--- src/rtl/pc_next_seq.sv ---
// Program-counter sequencer: settle/fetch/decode loop with next-PC selection and a return-address stack.
// Optional build macro PC_SEQ_TRACE_EN adds simulation-only trace prints of PC updates and halt causes.
module pc_next_seq #(
    parameter int                ADDR_W      = 11,
    parameter int                STACK_DEPTH = 4,
    parameter logic [ADDR_W-1:0] RESET_PC    = '0
) (
    input  logic              CLK,
    input  logic              RST_N,
    input  logic [ADDR_W-1:0] read_PC,
    output logic [ADDR_W-1:0] write_data_PC,
    output logic              fetch_req,
    input  logic              fetch_ack,
    input  logic              op_valid,
    input  logic [2:0]        op,
    input  logic              cond,
    input  logic [7:0]        offset,
    input  logic [ADDR_W-1:0] target,
    output logic              halted,
    output logic              stack_err
);

    localparam int PTR_W = $clog2(STACK_DEPTH);
    localparam int SP_W  = PTR_W + 1;

    localparam logic [2:0] S_IDLE   = 3'd0;
    localparam logic [2:0] S_SETTLE = 3'd1;
    localparam logic [2:0] S_FETCH  = 3'd2;
    localparam logic [2:0] S_DECODE = 3'd3;
    localparam logic [2:0] S_HALT   = 3'd4;

    localparam logic [2:0] OP_NEXT   = 3'd0;
    localparam logic [2:0] OP_BRANCH = 3'd1;
    localparam logic [2:0] OP_JUMP   = 3'd2;
    localparam logic [2:0] OP_CALL   = 3'd3;
    localparam logic [2:0] OP_RET    = 3'd4;
    localparam logic [2:0] OP_HALT   = 3'd5;

    logic [2:0]        state_q, state_d;
    logic [ADDR_W-1:0] pc_q, pc_d;
    logic              fetch_req_q, fetch_req_d;
    logic              halted_q, halted_d;
    logic              stack_err_q, stack_err_d;
    logic [SP_W-1:0]   sp_q, sp_d;
    logic              push;
    logic [PTR_W-1:0]  top_idx;
    logic              stack_full;
    logic              stack_empty;

    logic [ADDR_W-1:0] stack_q [STACK_DEPTH];

    // All PC arithmetic wraps modulo 2^ADDR_W.
    function automatic logic [ADDR_W-1:0] pc_inc(input logic [ADDR_W-1:0] pc);
        return pc + ADDR_W'(1);
    endfunction

    function automatic logic [ADDR_W-1:0] pc_rel(input logic [ADDR_W-1:0] pc,
                                                 input logic [7:0]        off);
        logic signed [ADDR_W-1:0] soff;
        soff = {{(ADDR_W-8){off[7]}}, off};
        return pc + $unsigned(soff);
    endfunction

    assign top_idx     = PTR_W'(sp_q - SP_W'(1));
    assign stack_full  = (sp_q == SP_W'(STACK_DEPTH));
    assign stack_empty = (sp_q == '0);

    always_comb begin
        state_d     = state_q;
        pc_d        = pc_q;
        fetch_req_d = fetch_req_q;
        halted_d    = halted_q;
        stack_err_d = stack_err_q;
        sp_d        = sp_q;
        push        = 1'b0;

        case (state_q)
            S_IDLE: begin
                state_d = S_SETTLE;
            end
            // Only fetch once the PC register reflects the committed PC.
            S_SETTLE: begin
                if (read_PC == pc_q) begin
                    state_d     = S_FETCH;
                    fetch_req_d = 1'b1;
                end
            end
            S_FETCH: begin
                if (fetch_ack) begin
                    state_d     = S_DECODE;
                    fetch_req_d = 1'b0;
                end
            end
            S_DECODE: begin
                if (op_valid) begin
                    state_d = S_SETTLE;
                    case (op)
                        OP_BRANCH: pc_d = cond ? pc_rel(pc_q, offset) : pc_inc(pc_q);
                        OP_JUMP:   pc_d = target;
                        OP_CALL: begin
                            if (stack_full) begin
                                state_d     = S_HALT;
                                halted_d    = 1'b1;
                                stack_err_d = 1'b1;
                            end else begin
                                push = 1'b1;
                                sp_d = sp_q + SP_W'(1);
                                pc_d = target;
                            end
                        end
                        OP_RET: begin
                            if (stack_empty) begin
                                state_d     = S_HALT;
                                halted_d    = 1'b1;
                                stack_err_d = 1'b1;
                            end else begin
                                sp_d = sp_q - SP_W'(1);
                                pc_d = stack_q[top_idx];
                            end
                        end
                        OP_HALT: begin
                            state_d  = S_HALT;
                            halted_d = 1'b1;
                        end
                        default:   pc_d = pc_inc(pc_q);
                    endcase
                end
            end
            S_HALT: begin
                fetch_req_d = 1'b0;
            end
            default: begin
                state_d = S_IDLE;
            end
        endcase
    end

    always_ff @(posedge CLK or negedge RST_N) begin
        if (!RST_N) begin
            state_q     <= S_IDLE;
            pc_q        <= RESET_PC;
            fetch_req_q <= 1'b0;
            halted_q    <= 1'b0;
            stack_err_q <= 1'b0;
            sp_q        <= '0;
        end else begin
            state_q     <= state_d;
            pc_q        <= pc_d;
            fetch_req_q <= fetch_req_d;
            halted_q    <= halted_d;
            stack_err_q <= stack_err_d;
            sp_q        <= sp_d;
        end
    end

    // Stack contents are only meaningful below sp_q, so they carry no reset.
    always_ff @(posedge CLK) begin
        if (push) begin
            stack_q[sp_q[PTR_W-1:0]] <= pc_inc(pc_q);
        end
    end

    assign write_data_PC = pc_q;
    assign fetch_req     = fetch_req_q;
    assign halted        = halted_q;
    assign stack_err     = stack_err_q;

`ifdef PC_SEQ_TRACE_EN
    always @(posedge CLK) begin
        if (RST_N && state_q == S_DECODE && op_valid) begin
            if (state_d == S_HALT) begin
                if (op == OP_HALT)
                    $display("pc_next_seq: halt at PC %0d (0x%03h), cause HALT op", pc_q, pc_q);
                else if (op == OP_CALL)
                    $display("pc_next_seq: halt at PC %0d (0x%03h), cause stack overflow", pc_q, pc_q);
                else
                    $display("pc_next_seq: halt at PC %0d (0x%03h), cause stack underflow", pc_q, pc_q);
            end else begin
                $display("pc_next_seq: PC %0d (0x%03h, page %0d off 0x%02h) -> %0d (0x%03h, page %0d off 0x%02h)",
                         pc_q, pc_q, pc_q[ADDR_W-1:ADDR_W-3], pc_q[7:0],
                         pc_d, pc_d, pc_d[ADDR_W-1:ADDR_W-3], pc_d[7:0]);
            end
        end
    end
`endif

endmodule

--- config.mk ---
export PLATFORM = sky130hd
export DESIGN_NAME = pc_next_seq
export DESIGN_NICKNAME = d
export VERILOG_FILES = /design/src/rtl/pc_next_seq.sv
export SDC_FILE = /design/constraint.sdc
export NUM_CORES = 1
export LEC_CHECK = 0
export CAP_MARGIN = 20
export CORE_MARGIN = 1
export CORE_UTILIZATION = 45
export CTS_BUF_LIST = sky130_fd_sc_hd__clkbuf_8
export CTS_CLUSTER_DIAMETER = 80
export DETAILED_ROUTE_END_ITERATION = 7
export GPL_ROUTABILITY_DRIVEN = 0
export HOLD_SLACK_MARGIN = 0.03
export PLACE_DENSITY_LB_ADDON = 0.3
export SLEW_MARGIN = 40
export SYNTH_ARGS = -nofsm -noshare
export SYNTH_HDL_FRONTEND = slang
export SYNTH_SLANG_ARGS = --single-unit
--- constraint.sdc ---
create_clock -name CLK -period 4.2 [get_ports CLK]
set_clock_uncertainty 0.1 [all_clocks]
set_input_delay 1.05 -clock CLK [delete_from_list [all_inputs] [get_ports CLK]]
set_output_delay 1.05 -clock CLK [all_outputs]
set_load 0.05 [all_outputs]
==> summary.md <==
| Metric | Value |
|---|---|
| Status | finished, final reports clean |
| Register area | 1822 µm² |
| Drt drc | 0 |
| Vias per inst | about 5.7 |
| Fraction of layout cells with a size suffix above 1 | 0.1086 |
| WHS Endpoint | halted |
| Num ports | 52 |
| Gr usage total | 0.2161 |
| Starting density of the core | 0.4655 |
| #FFs+latches synth | 64 |
| CTS clk-pin slew, worst paths | 0.07 ns |
| Detailed-placement wirelength estimate | 6534 µm |
| Initial antenna violation count | 0 |
| Fin nets | approximately 450 |
| Post-synth cell types | 64 |
| FF-to-FF setup slack | around 1.4 ns |
| Max rail drop VDD | between 0.15 and 0.2 mV |
| Overall Power | 3.008 mW |
| Post-DP Area | roughly 4400 µm² |
| Hold_sp | halted |
| Peak Freq | 321.5 MHz |
| Routed WL | between 8000 and 9000 µm |
| Slew Limit Headroom | 0.5515 |
| Syn_area_per_cell | 11.35 µm² |
| RSZ-0062 raised after global routing | no |
| Crit Path Class | in2reg |
| Core ar. | between 8000 and 9000 µm² |
| GRT overflow | 0 |
| Setup crit end kind | flop |
| Ant. Diodes | 0 |
| Finished Cell Area | 4638 µm² |
| Top FF cell, synth | edfxtp_1 |
| Critical path required time | around 4.3 ns |
| R2R cell count | 8 |
| Post-synth EDFFs | between 40 and 50 |
| Crit path DAT | roughly 3.3 ns |
| Num Clock Sinks | between 60 and 70 |
| Buffers added on ports | 51 |
| Pre-CTS setup slack | about 0.76 ns |
| Final worst setup slack | about 1.1 ns |
| Total die area | between 8000 and 9000 µm² |
| Syn. warnings | 0 |
| Die Ht | about 94 µm |
| Setup violators final | 0 |
| Synth Cell Area | roughly 3800 µm² |
| Hold Vio Cnt, Final | 0 |
| Crit share post-route | 0.7407 |
| Leakage | roughly 1.7 nW |
| R2r endpoint | write_data_PC[10] |
| Largest net degree at the start of global routing | 24 |
| Post-Syn Nets | roughly 400 |
| Min-Delay Path Class | reg2reg |
| Area Growth Syn to Fin | 21.26% |
| CTS max path bufs | 2 |
| Cells after Synth | approximately 340 |
| Setup TNS | 0 ns |
| Most frequent cells in the layout | 50 x clkdlybuf4s50_1, 44 x edfxtp_1, 23 x xnor2_1, 22 x nand2_1, 20 x dfrtp_1 |
| Via Count | around 2900 |
| Setup crit start kind | input pin |
| Final number of max-transition violations | 0 |
| Post-route ant nets | 0 |
| FP Rows | 33 |
| Worst reg2reg path startpoint | sp_q[0] |
| Post-CTS Setup Inserts | 0 |
| CTS tree | built |
| TritonCTS buffer count | 9 |
| WL per Instance | between 15 and 20 µm |
| Register area share after synthesis | 0.4763 |
| Worst-margin pin slew | approximately 0.67 ns |
| DR iter-0 viols | between 150 and 200 |
| Worst-Skew Late Latency | roughly 0.33 ns |
| Footprint of the multi-input gates | around 1900 µm² |
| Min Tclk post-route | about 3.1 ns |
| Vias in the first global route | around 2800 |
| Hold Path Stages | 1 |
| Asr flop ratio synth | 0.3125 |
| Hold slack | 0.3689 ns |
| First-pass GRT wire length | approximately 14000 µm |
| Hold buffer count at cts | 0 |
| Pwr dens | roughly 650 nW/µm² |
| Most common cell after layout, fill and taps aside | clkdlybuf4s50_1 |
| H-Tree Depth | 3 |
| Die width | 94.20 µm |
| Iteration count of the initial detailed-routing pass | 4 |
| Post-cts sizing count | 0 |
| Clk root buf | clkbuf_8 |
| Filler instances | roughly 700 |
| Worst Path Max Fanout | 3 |
| Max Cap Viol | 0 |
-- routing by layer --
layer,track usage,wire length [µm],vias up
met5,0,0,-
li1,-,-,1372
met3,0.02994,470,14
met1,0.2766,3771,1395
met2,0.3678,4540,76
met4,0.08462,135,0
-- critical path: stages --
cell	delay, ns
clkdlybuf4s50_1	0.46
ha_1	0.17
inv_1	0.06
fa_1	0.37
nand2b_1	0.19
a21oi_1	0.24
o21a_1	0.19
o21bai_1	0.07
mux2_2	0.27
a22oi_1	0.19
-- report_power, final --
| part | leakage [nW] | switching (mW) | internal (mW) | total [mW] |
|---|---|---|---|---|
| clock | 0.106 | 0.236 | 0.329 | 0.565 |
| combinational | 0.944 | 0.816 | 0.605 | 1.42 |
| sequential | 0.635 | 0.180 | 0.843 | 1.02 |
-- cell type report --
class	instances	area share
Inverter	14	0.01133
Sequential cell	64	0.3928
Timing Repair Buffer	56	0.1171
Tap cell	105	0.02832
Multi-Input combinational cell	246	0.4049
Clock buffer	9	0.02671
Clock inverter	7	0.01888
-- synth_stat cells (7+ instances only) --
| cell type | instances | area, µm² |
|---|---|---|
| mux4_2 | 10 | 225.2 |
| edfxtp_1 | 44 | 1321 |
| xnor2_1 | 23 | 201.4 |
| ha_1 | 16 | 200.2 |
| nor2b_1 | 8 | 50.05 |
| nand3_1 | 11 | 55.05 |
| nand2_1 | 22 | 82.58 |
| nand2b_1 | 11 | 68.82 |
| dfrtp_1 | 20 | 500.5 |
| nor3_1 | 7 | 35.03 |
| o21ai_0 | 18 | 90.09 |
| o21ai_1 | 13 | 65.06 |
| nor2_1 | 13 | 48.80 |
| a21oi_1 | 19 | 95.09 |
| inv_1 | 14 | 52.55 |
| buf_2 | 9 | 45.04 |
-- worst max-delay path by stage --
stage	to	slack, ns	from	cells past startpoint
3_5_place_dp	write_data_PC[10]	0.76	offset[0]	10
5_1_grt	stack_q[3][6]	0.99	op[0]	5
2_1_floorplan	write_data_PC[10]	1.41	offset[0]	9
6_report	write_data_PC[10]	1.09	offset[0]	10
4_1_cts	write_data_PC[10]	1.11	offset[0]	10
3_3_place_gp	write_data_PC[10]	0.83	offset[0]	10
-- cell families (layout without fill, tap and decap cells) --
family	after synthesis	in the layout	synth area share
buffers and inverters	27	86	0.03271
multiplexers	13	13	0.07131
flip-flops	64	64	0.4763
XOR/XNOR	29	29	0.06640
AND/OR/NAND/NOR	99	99	0.1469
adder cells (fa/ha/maj)	17	17	0.05757
AO/OA/AOI/OAI	88	88	0.1488
-- registers in the layout, indices dropped and copies added (netlist names) --
signal,flops
stack_q,44
write_data_PC,11
sp_q,3
state_q,3
fetch_req,1
halted,1
stack_err,1
-- stage by stage --
step	utilization	cells
finish	0.5645	501
global placement	0.5394	485
global route	0.5645	501
CTS	0.5645	501
detailed placement	0.5388	485
floorplan	-	337
Note: power is estimated with default switching activity, not from simulation.
